File: src/rtl/mem_arb_pkg.sv
// Shared types and constants for the I/D cache memory-port arbiter.
package mem_arb_pkg;

  localparam int ADDR_W_DEF = 28;
  localparam int LINE_W_DEF = 128;

  typedef enum logic [1:0] {
    ST_IDLE = 2'd0,
    ST_BUSY = 2'd1,
    ST_DONE = 2'd2
  } state_e;

  // grant is {D,I}, one-hot or zero
  localparam logic [1:0] GNT_NONE = 2'b00;
  localparam logic [1:0] GNT_I    = 2'b01;
  localparam logic [1:0] GNT_D    = 2'b10;

endpackage

File: src/rtl/mem_arb_pick.sv
// Tie selector between I and D requests; returns a one-hot {D,I} grant.
// MEM_ARB_ROUND_ROBIN_EN selects alternating ties, otherwise D always wins.
module mem_arb_pick
  import mem_arb_pkg::*;
(
  input  logic       i_req_i,
  input  logic       d_req_i,
  input  logic       last_d_i,
  output logic [1:0] gnt_o
);

`ifdef MEM_ARB_ROUND_ROBIN_EN
  always_comb begin
    gnt_o = GNT_NONE;
    if (i_req_i && d_req_i) gnt_o = last_d_i ? GNT_I : GNT_D;
    else if (d_req_i)       gnt_o = GNT_D;
    else if (i_req_i)       gnt_o = GNT_I;
  end
`else
  // pointer only matters for round-robin ties
  logic unused_last_d;
  assign unused_last_d = last_d_i;

  always_comb begin
    gnt_o = GNT_NONE;
    if (d_req_i)      gnt_o = GNT_D;
    else if (i_req_i) gnt_o = GNT_I;
  end
`endif

endmodule

File: src/rtl/mem_arbiter.sv
// One-at-a-time arbiter sharing the memory port between I- and D-cache engines.
// Tie policy is fixed D-priority unless MEM_ARB_ROUND_ROBIN_EN is defined.
module mem_arbiter
  import mem_arb_pkg::*;
#(
  parameter int ADDR_W = ADDR_W_DEF,
  parameter int LINE_W = LINE_W_DEF
) (
  input  logic              clk,
  input  logic              rst_n,
  input  logic              I_req,
  input  logic [ADDR_W-1:0] I_addr,
  output logic              I_ready,
  output logic [LINE_W-1:0] I_rdata,
  input  logic              D_req,
  input  logic              D_wen,
  input  logic [ADDR_W-1:0] D_addr,
  input  logic [LINE_W-1:0] D_wdata,
  output logic              D_ready,
  output logic [LINE_W-1:0] D_rdata,
  output logic              mem_read,
  output logic              mem_write,
  output logic [ADDR_W-1:0] mem_addr,
  output logic [LINE_W-1:0] mem_wdata,
  input  logic [LINE_W-1:0] mem_rdata,
  input  logic              mem_ready,
  output logic [1:0]        grant
);

  state_e            state_q, state_d;
  logic [1:0]        grant_q, grant_d, pick;
  logic [ADDR_W-1:0] addr_q, addr_d;
  logic [LINE_W-1:0] wdata_q, wdata_d, line_q, line_d;
  logic              wen_q, wen_d, rd_q, rd_d, wr_q, wr_d;
  logic              i_rdy_q, i_rdy_d, d_rdy_q, d_rdy_d;
  logic              last_d_q, last_d_d;

  mem_arb_pick u_pick (
    .i_req_i  (I_req),
    .d_req_i  (D_req),
    .last_d_i (last_d_q),
    .gnt_o    (pick)
  );

  always_comb begin
    state_d  = state_q;
    grant_d  = grant_q;
    addr_d   = addr_q;
    wdata_d  = wdata_q;
    wen_d    = wen_q;
    line_d   = line_q;
    rd_d     = rd_q;
    wr_d     = wr_q;
    i_rdy_d  = 1'b0;
    d_rdy_d  = 1'b0;
    last_d_d = last_d_q;
    case (state_q)
      ST_IDLE: if (pick != GNT_NONE) begin
        grant_d  = pick;
        last_d_d = pick[1];
        if (pick[1]) begin
          addr_d  = D_addr;
          wdata_d = D_wdata;
          wen_d   = D_wen;
        end else begin
          addr_d  = I_addr;
          wen_d   = 1'b0;
        end
        rd_d    = ~wen_d;
        wr_d    = wen_d;
        state_d = ST_BUSY;
      end
      ST_BUSY: if (mem_ready) begin
        if (!wen_q) line_d = mem_rdata;
        rd_d    = 1'b0;
        wr_d    = 1'b0;
        i_rdy_d = grant_q[0];
        d_rdy_d = grant_q[1];
        state_d = ST_DONE;
      end
      ST_DONE: begin
        grant_d = GNT_NONE;
        state_d = ST_IDLE;
      end
      default: state_d = ST_IDLE;
    endcase
  end

  always_ff @(posedge clk or negedge rst_n) begin
    if (!rst_n) begin
      state_q  <= ST_IDLE;
      grant_q  <= GNT_NONE;
      addr_q   <= '0;
      wdata_q  <= '0;
      wen_q    <= 1'b0;
      line_q   <= '0;
      rd_q     <= 1'b0;
      wr_q     <= 1'b0;
      i_rdy_q  <= 1'b0;
      d_rdy_q  <= 1'b0;
      last_d_q <= 1'b0;
    end else begin
      state_q  <= state_d;
      grant_q  <= grant_d;
      addr_q   <= addr_d;
      wdata_q  <= wdata_d;
      wen_q    <= wen_d;
      line_q   <= line_d;
      rd_q     <= rd_d;
      wr_q     <= wr_d;
      i_rdy_q  <= i_rdy_d;
      d_rdy_q  <= d_rdy_d;
      last_d_q <= last_d_d;
    end
  end

  assign I_ready   = i_rdy_q;
  assign D_ready   = d_rdy_q;
  assign I_rdata   = line_q;
  assign D_rdata   = line_q;
  assign mem_read  = rd_q;
  assign mem_write = wr_q;
  assign mem_addr  = addr_q;
  assign mem_wdata = wdata_q;
  assign grant     = grant_q;

endmodule

File: config.mk
export PLATFORM = sky130hd
export DESIGN_NAME = mem_arbiter
export DESIGN_NICKNAME = d
export VERILOG_FILES = /design/src/rtl/mem_arb_pkg.sv /design/src/rtl/mem_arb_pick.sv /design/src/rtl/mem_arbiter.sv
export SDC_FILE = /design/constraint.sdc
export NUM_CORES = 1
export LEC_CHECK = 0
export BUFFER_PORTS_ARGS = -buffer_cell sky130_fd_sc_hd__buf_2
export CORE_AREA = 2 2 284 286
export DETAILED_ROUTE_END_ITERATION = 10
export DIE_AREA = 0 0 286 288
export PLACE_DENSITY = 0.46
export REMOVE_ABC_BUFFERS = 1
export SYNTH_ARGS = -nofsm -noshare
export SYNTH_HDL_FRONTEND = slang
export SYNTH_SLANG_ARGS = --single-unit
File: constraint.sdc
create_clock -name clk -period 2.2 [get_ports clk]
set_input_delay 0.11 -clock clk [delete_from_list [all_inputs] [get_ports clk]]
set_output_delay 0.11 -clock clk [all_outputs]
set_load 0.1 [all_outputs]
==> results of run 1 <==
-- repair_timing --
action / in CTS / in global routing
hold buffers: 317 / 0
gates resized for setup: 0 / 0
hold endpoints to repair: 427 / 0
-- logic make-up (layout without fill, tap and decap cells) --
logic type / after synthesis / count (layout) / share of synthesized area
buf+inv: 167 / 1165 / 0.106
simple gates: 9 / 9 / 0.00377
mux: 312 / 312 / 0.304
compound gates: 10 / 10 / 0.00545
flops: 293 / 293 / 0.580
-- area by class of cell --
type	count	area [sq um]
tap	1060	1330
fill	8300	58500
clock buffer	57	1100
clock inverter	9	85.1
timing repair buffer	1096	7330
multi-input combinational	331	3970
inverter	3	11.3
sequential	293	7330
-- worst max-delay path by stage --
stage | depth (start not counted) | startpoint | to
after CTS | 5 | state_q[1] | D_rdata[47]
after floorplan | 3 | state_q[1] | D_rdata[0]
final | 5 | state_q[1] | D_rdata[108]
after detailed placement | 5 | state_q[1] | D_rdata[47]
after global placement | 5 | state_q[1] | D_rdata[58]
after global routing | 5 | state_q[1] | D_rdata[8]
-- placed cells by master (no fill, tap or decap), types with 2 or more instances in the layout --
cell,count
buf_2,734
dlygate4sd3_1,317
dfrtp_1,293
mux2_2,225
mux2_4,87
clkbuf_16,39
buf_4,33
clkbuf_1,12
buf_12,11
clkbuf_8,6
inv_1,3
clkinvlp_4,3
clkinv_2,3
and2_1,2
o21ai_0,2
a21oi_1,2
nand2_1,2
a22oi_1,2
-- per-stage QoR --
step / setup WS (ns) / cell area, sq um / utilization / instances / setup TNS (ns)
2_1_floorplan: -4.55 / 11300 / - / 627 / -1003.60
3_3_place_gp: 0.365 / 16800 / 0.211 / 2466 / 0
3_5_place_dp: 0.338 / 16800 / 0.211 / 2466 / 0
4_1_cts: 0.327 / 21200 / 0.266 / 2849 / 0
5_1_grt: 0.205 / 21200 / 0.266 / 2849 / 0
6_report: 0.320 / 21200 / 0.266 / 2849 / 0
-- state kept, by name, indices dropped and copies added (netlist names) --
register	flops
wen_q	1
mem_wdata	128
mem_read	1
D_ready	1
mem_addr	28
D_rdata	128
mem_write	1
I_ready	1
grant	2
state_q	2
-- layer usage --
metal / vias to the layer above / part of all wire / routed length (um) / track usage
met2: 403 / 0.51 / 21000 / 0.165
met1: 4924 / 0.39 / 16000 / 0.109
met4: 2 / 0.032 / 1310 / 0.0380
met5: - / 0.00031 / 13 / 0
li1: 4551 / - / - / -
met3: 69 / 0.077 / 3210 / 0.0268
==> metrics.txt, run 1 <==
outcome finished, final reports clean; Die ar. 82400 sq um; Avg WL per Cell 14.6 um; delay-heaviest family, CP buffers and inverters; Tightest Pin Transition 0.627 ns; post-CTS setup buffers 0; fmax 532 MHz; CTS tree done; top post-synthesis cells by area dfrtp_1 58%, mux2_2 20%, mux2_4 10%, buf_4 7.8%, buf_6 1.2%; Yosys top cell by area dfrtp_1; final antenna diode count 0; Core Area 79600 sq um; Synth Register Bits 293; # setup viols final 0; clock tree buffer depth 3; gr ovfl total 0; worst path bufs/invs 2; Critical Path Start Type flip-flop; clock sinks 293; DR pass1 iterations 4; final worst path period need 1.88 ns; Hold Path Class input pin to async pin; drt drc 0; Area Growth Syn to Fin 67.5%; I/O pins 736; Seq/Total Area, Yosys 0.580; clk_lat worst skew 0.54 ns; crit-path cells nand3b_1, nor2_4, buf_12, buf_12, mux2_2; Synth Area per Inst 16.0 sq um; CP most frequent cell buf_12; most instantiated cells after synthesis 293 x dfrtp_1, 225 x mux2_2, 132 x buf_4, 87 x mux2_4, 14 x buf_6; 1st-iter DRT viols 315; Starting Density 0.159; Worst Path Max Fanout 49; CP required 2.61 ns; share of cells above drive strength 1 0.642; most frequent cell after synthesis dfrtp_1; Post-Syn Area 12600 sq um; vias in the first global route 10800; FF-to-FF Start state_q[1]; post-DP HPWL 30.5 mm; H-tree level count 2; PortBufs 735; via count 9949; synth unique cells 22; Final nets 2080; Global Route Usage Sum 0.0946; Num CTS Buffers 37; Tcrit/Tclk final 0.854; Top FF cell, synth dfrtp_1; RePlAce Congestion 0.811; worst reg2reg path depth 5; root buf cell clkbuf_16; Slew Limit Fails 0; CP endpoint kind flip-flop; FP Rows 104; share of the synthesized area in the top cell type 0.580; crit path DAT 2.29 ns; final hold vios 0; initial antenna violation count 2; Cells after Synth 791; slowest stage delay, CP 0.41 ns; clock slew at reported path FFs 0.06 ns; Critical R2R Capture D_rdata[108]; Post-synth EDFFs 0; kind of critical path flip-flop to flip-flop; Yosys warnings 0; flop-to-flop setup slack 0.32 ns; Die Ht 288 um; RSZ-0062 raised after global routing no; antenna viol nets, final 0; first-pass GRT wire length 61.3 mm; Post-synth ARST share 1.00; vias per cell 3.49; die width 286 um; Setup Skew 0.0134 ns; Worst path slowest cell dfrtp_1; Max Cap Viol 0; largest net degree at the start of global routing 61; WHS 0.142 ns; total routed wirelength 41.6 mm; normalized max-slew margin 0.585
Power of run 1 is left out: the tool's default activity adds up to more than one toggle a clock period on the data nets, which glitch-free logic cannot reach.
==> run 2, diff against run 1 <==
--- a/config.mk
+++ b/config.mk
@@ -5,10 +5,11 @@
 export SDC_FILE = /design/constraint.sdc
 export NUM_CORES = 1
 export LEC_CHECK = 0
+export ABC_AREA = 1
 export BUFFER_PORTS_ARGS = -buffer_cell sky130_fd_sc_hd__buf_2
-export CORE_AREA = 2 2 284 286
+export CORE_AREA = 2 2 283 285
 export DETAILED_ROUTE_END_ITERATION = 10
-export DIE_AREA = 0 0 286 288
+export DIE_AREA = 0 0 285 287
 export PLACE_DENSITY = 0.46
 export REMOVE_ABC_BUFFERS = 1
 export SYNTH_ARGS = -nofsm -noshare
==> run 2 against run 1 <==
- non-clock buffer count grew 4
- synthesized area fell by 0.52%
- sequential share of layout area is 0.24 points higher
- sequential cell count stayed put
- die area shrank 0.70%
- cell count rose by 22%
- clock skew grew 0.0037 ns
- critical path type is now input pin to flip-flop
==> metrics.txt, run 2 <==
1st-iter DRT viols 517 (was 315); H-tree level count 2 (unchanged); slowest stage delay, CP 0.57 ns (was 0.41 ns); CTS Hold Bufs 317 (unchanged); share of cells above drive strength 1 0.347 (was 0.642); Yosys warnings 0 (unchanged); Max Cap Viol 0 (unchanged); most common cell after layout, fill and taps aside nand2_1 (was buf_2); Core Area 78600 sq um (was 79600 sq um); clk_lat worst skew 0.53 ns (was 0.54 ns); Synth Register Bits 293 (unchanged); worst path bufs/invs 5 (was 2); fmax 593 MHz (was 532 MHz); flop-to-flop setup slack 0.66 ns (was 0.32 ns); PortBufs 735 (unchanged); most instantiated cells after synthesis 825 x nand2_1, 293 x dfrtp_1, 144 x buf_4, 134 x nand3_1, 59 x buf_2 (was 293 x dfrtp_1, 225 x mux2_2, 132 x buf_4, 87 x mux2_4, 14 x buf_6); delay-heaviest family, CP buffers and inverters (unchanged); post-cts sizing count 0 (unchanged); CP most frequent cell nand2_1 (was buf_12); RSZ-0062 raised after global routing no (unchanged); Yosys top cell by area dfrtp_1 (unchanged); DR pass1 iterations 5 (was 4); outcome finished, final reports clean (unchanged); antenna viol nets, final 0 (unchanged); Hold Path Class input pin to async pin (unchanged); drt drc 0 (unchanged); Top FF cell, synth dfrtp_1 (unchanged); RePlAce Congestion 0.904 (was 0.811); CP required 2.66 ns (was 2.61 ns); Die Ht 287 um (was 288 um); clock sinks 293 (unchanged); I/O pins 736 (unchanged); normalized max-slew margin 0.531 (was 0.585); post-DP HPWL 40.2 mm (was 30.5 mm); largest net degree at the start of global routing 104 (was 61); Post-Syn Area 12600 sq um (about the same); top post-synthesis cells by area dfrtp_1 58%, nand2_1 25%, buf_4 8.6%, nand3_1 5.3%, buf_2 2.3% (was dfrtp_1 58%, mux2_2 20%, mux2_4 10%, buf_4 7.8%, buf_6 1.2%); CP endpoint kind flip-flop (unchanged); FP Rows 103 (was 104); final worst path period need 1.69 ns (was 1.88 ns); fillcell total 8490 (was 8300); Tightest Pin Transition 0.704 ns (was 0.627 ns); final hold vios 0 (unchanged); first-pass GRT wire length 80.3 mm (was 61.3 mm); Num CTS Buffers 35 (was 37); root buf cell clkbuf_16 (unchanged); Area Growth Syn to Fin 67.2% (was 67.5%); vias per cell 3.72 (was 3.49); Post-synth ARST share 1.00 (unchanged); Post-synth EDFFs 0 (unchanged); most frequent cells in the layout 823 x nand2_1, 734 x buf_2, 317 x dlygate4sd3_1, 293 x dfrtp_1, 134 x nand3_1 (was 734 x buf_2, 317 x dlygate4sd3_1, 293 x dfrtp_1, 225 x mux2_2, 87 x mux2_4); vias in the first global route 12900 (was 10800); synth unique cells 10 (was 22); Slew Limit Fails 0 (unchanged); worst reg2reg path depth 6 (was 5); FF-to-FF Start state_q[1] (unchanged); Tcrit/Tclk final 0.766 (was 0.854); Final nets 2723 (was 2080); Seq/Total Area, Yosys 0.583 (was 0.580); share of the synthesized area in the top cell type 0.583 (was 0.580); gr ovfl total 0 (unchanged); clock tree buffer depth 3 (unchanged); kind of critical path input pin to flip-flop (was flip-flop to flip-flop); final setup TNS 0 ns (unchanged); Die ar. 81800 sq um (was 82400 sq um); Critical Path Start Type input pin (was flip-flop); crit path DAT 2.14 ns (was 2.29 ns); Worst path slowest cell dlygate4sd3_1 (was dfrtp_1); Global Route Usage Sum 0.128 (was 0.0946); Setup Skew 0.0170 ns (was 0.0134 ns); Avg WL per Cell 15.7 um (was 14.6 um); Critical R2R Capture D_rdata[123] (was D_rdata[108]); # setup viols final 0 (unchanged); via count 12900 (was 9949); crit-path cells dlygate4sd3_1, buf_2, inv_1, buf_4, nand2_1, nand2_1, dlygate4sd3_1, nand2_1, nand2_1 (was nand3b_1, nor2_4, buf_12, buf_12, mux2_2); CTS tree done (unchanged); initial antenna violation count 10 (was 2); Cells after Synth 1478 (was 791); Starting Density 0.160 (was 0.159); post-CTS setup buffers 0 (unchanged); total routed wirelength 54.7 mm (was 41.6 mm); clock slew at reported path FFs 0.06 ns (about the same); Worst Path Max Fanout 28 (was 49); die width 285 um (was 286 um); most frequent cell after synthesis nand2_1 (was dfrtp_1); Synth Area per Inst 8.50 sq um (was 16.0 sq um)
## run 2: cell count changes in the layout (fill, tap and decap cells not counted), sizes merged, moves of 3 or more
cell      previous run  this run
buf                779       783
nand3                0       134
clkbuf              57        51
nor2                 2         7
inv                  4         9
mux2               312         0
and2                 3         0
clkinvlp             3         0
diode                0         3
nand2                2       825
## run 2: how the worst max path moves through the flow
stage,cells after the start,start,end,slack [ns]
after detailed placement,5,wen_q,D_rdata[108],0.59
after global placement,6,wen_q,D_rdata[48],0.59
after global routing,9,D_req,mem_addr[11],0.41
final,9,D_req,mem_addr[25],0.51
after CTS,1,D_rdata[72],I_rdata[72],0.54
after floorplan,4,wen_q,D_rdata[0],-6.22
## run 2: cell families after synthesis
logic type             after synthesis  share of synthesized area
DFF                                293                      0.583
buffers and inverters              219                      0.114
and+or+nand+nor                    966                      0.302
## run 2: worst register-to-register path, stage by stage, from the launching register on
cell and delay [ns]:
dfrtp_1 0.43, nor2_4 0.21, buf_12 0.19, buf_12 0.27, buf_4 0.26, nand3_1 0.07, nand2_1 0.07
## run 2: final cells by class
type	instances	area [sq um]	area share
Multi-Input combinational cell	966	3830	0.182
Inverter	9	36.3	0.00173
Clock buffer	51	1060	0.0504
Clock inverter	5	25.0	0.00119
Antenna cell	3	7.51	0.000357
Timing Repair Buffer	1100	7410	0.353
Sequential cell	293	7330	0.349
Tap cell	1050	1310	0.0625
## run 2: metal layers
layer  global-route usage  part of all wire
met1                0.155              0.41
met3               0.0257             0.062
met4               0.0419             0.031
met2                0.226              0.49
met5                    0           0.00053
## run 2: per-stage QoR
step                cell area (sq um)  std cells  utilization  hold WS (ns)  setup WS, ns
floorplan                       11200       1268            -        -0.186         -6.22
global placement                16700       3101        0.213         0.182         0.586
detailed placement              16700       3101        0.213         0.176         0.588
CTS                             21000       3474        0.267         0.172         0.544
global route                    21000       3477        0.267         0.214         0.410
finish                          21000       3477        0.267         0.197         0.514
Power of run 2 is left out for the same reason.
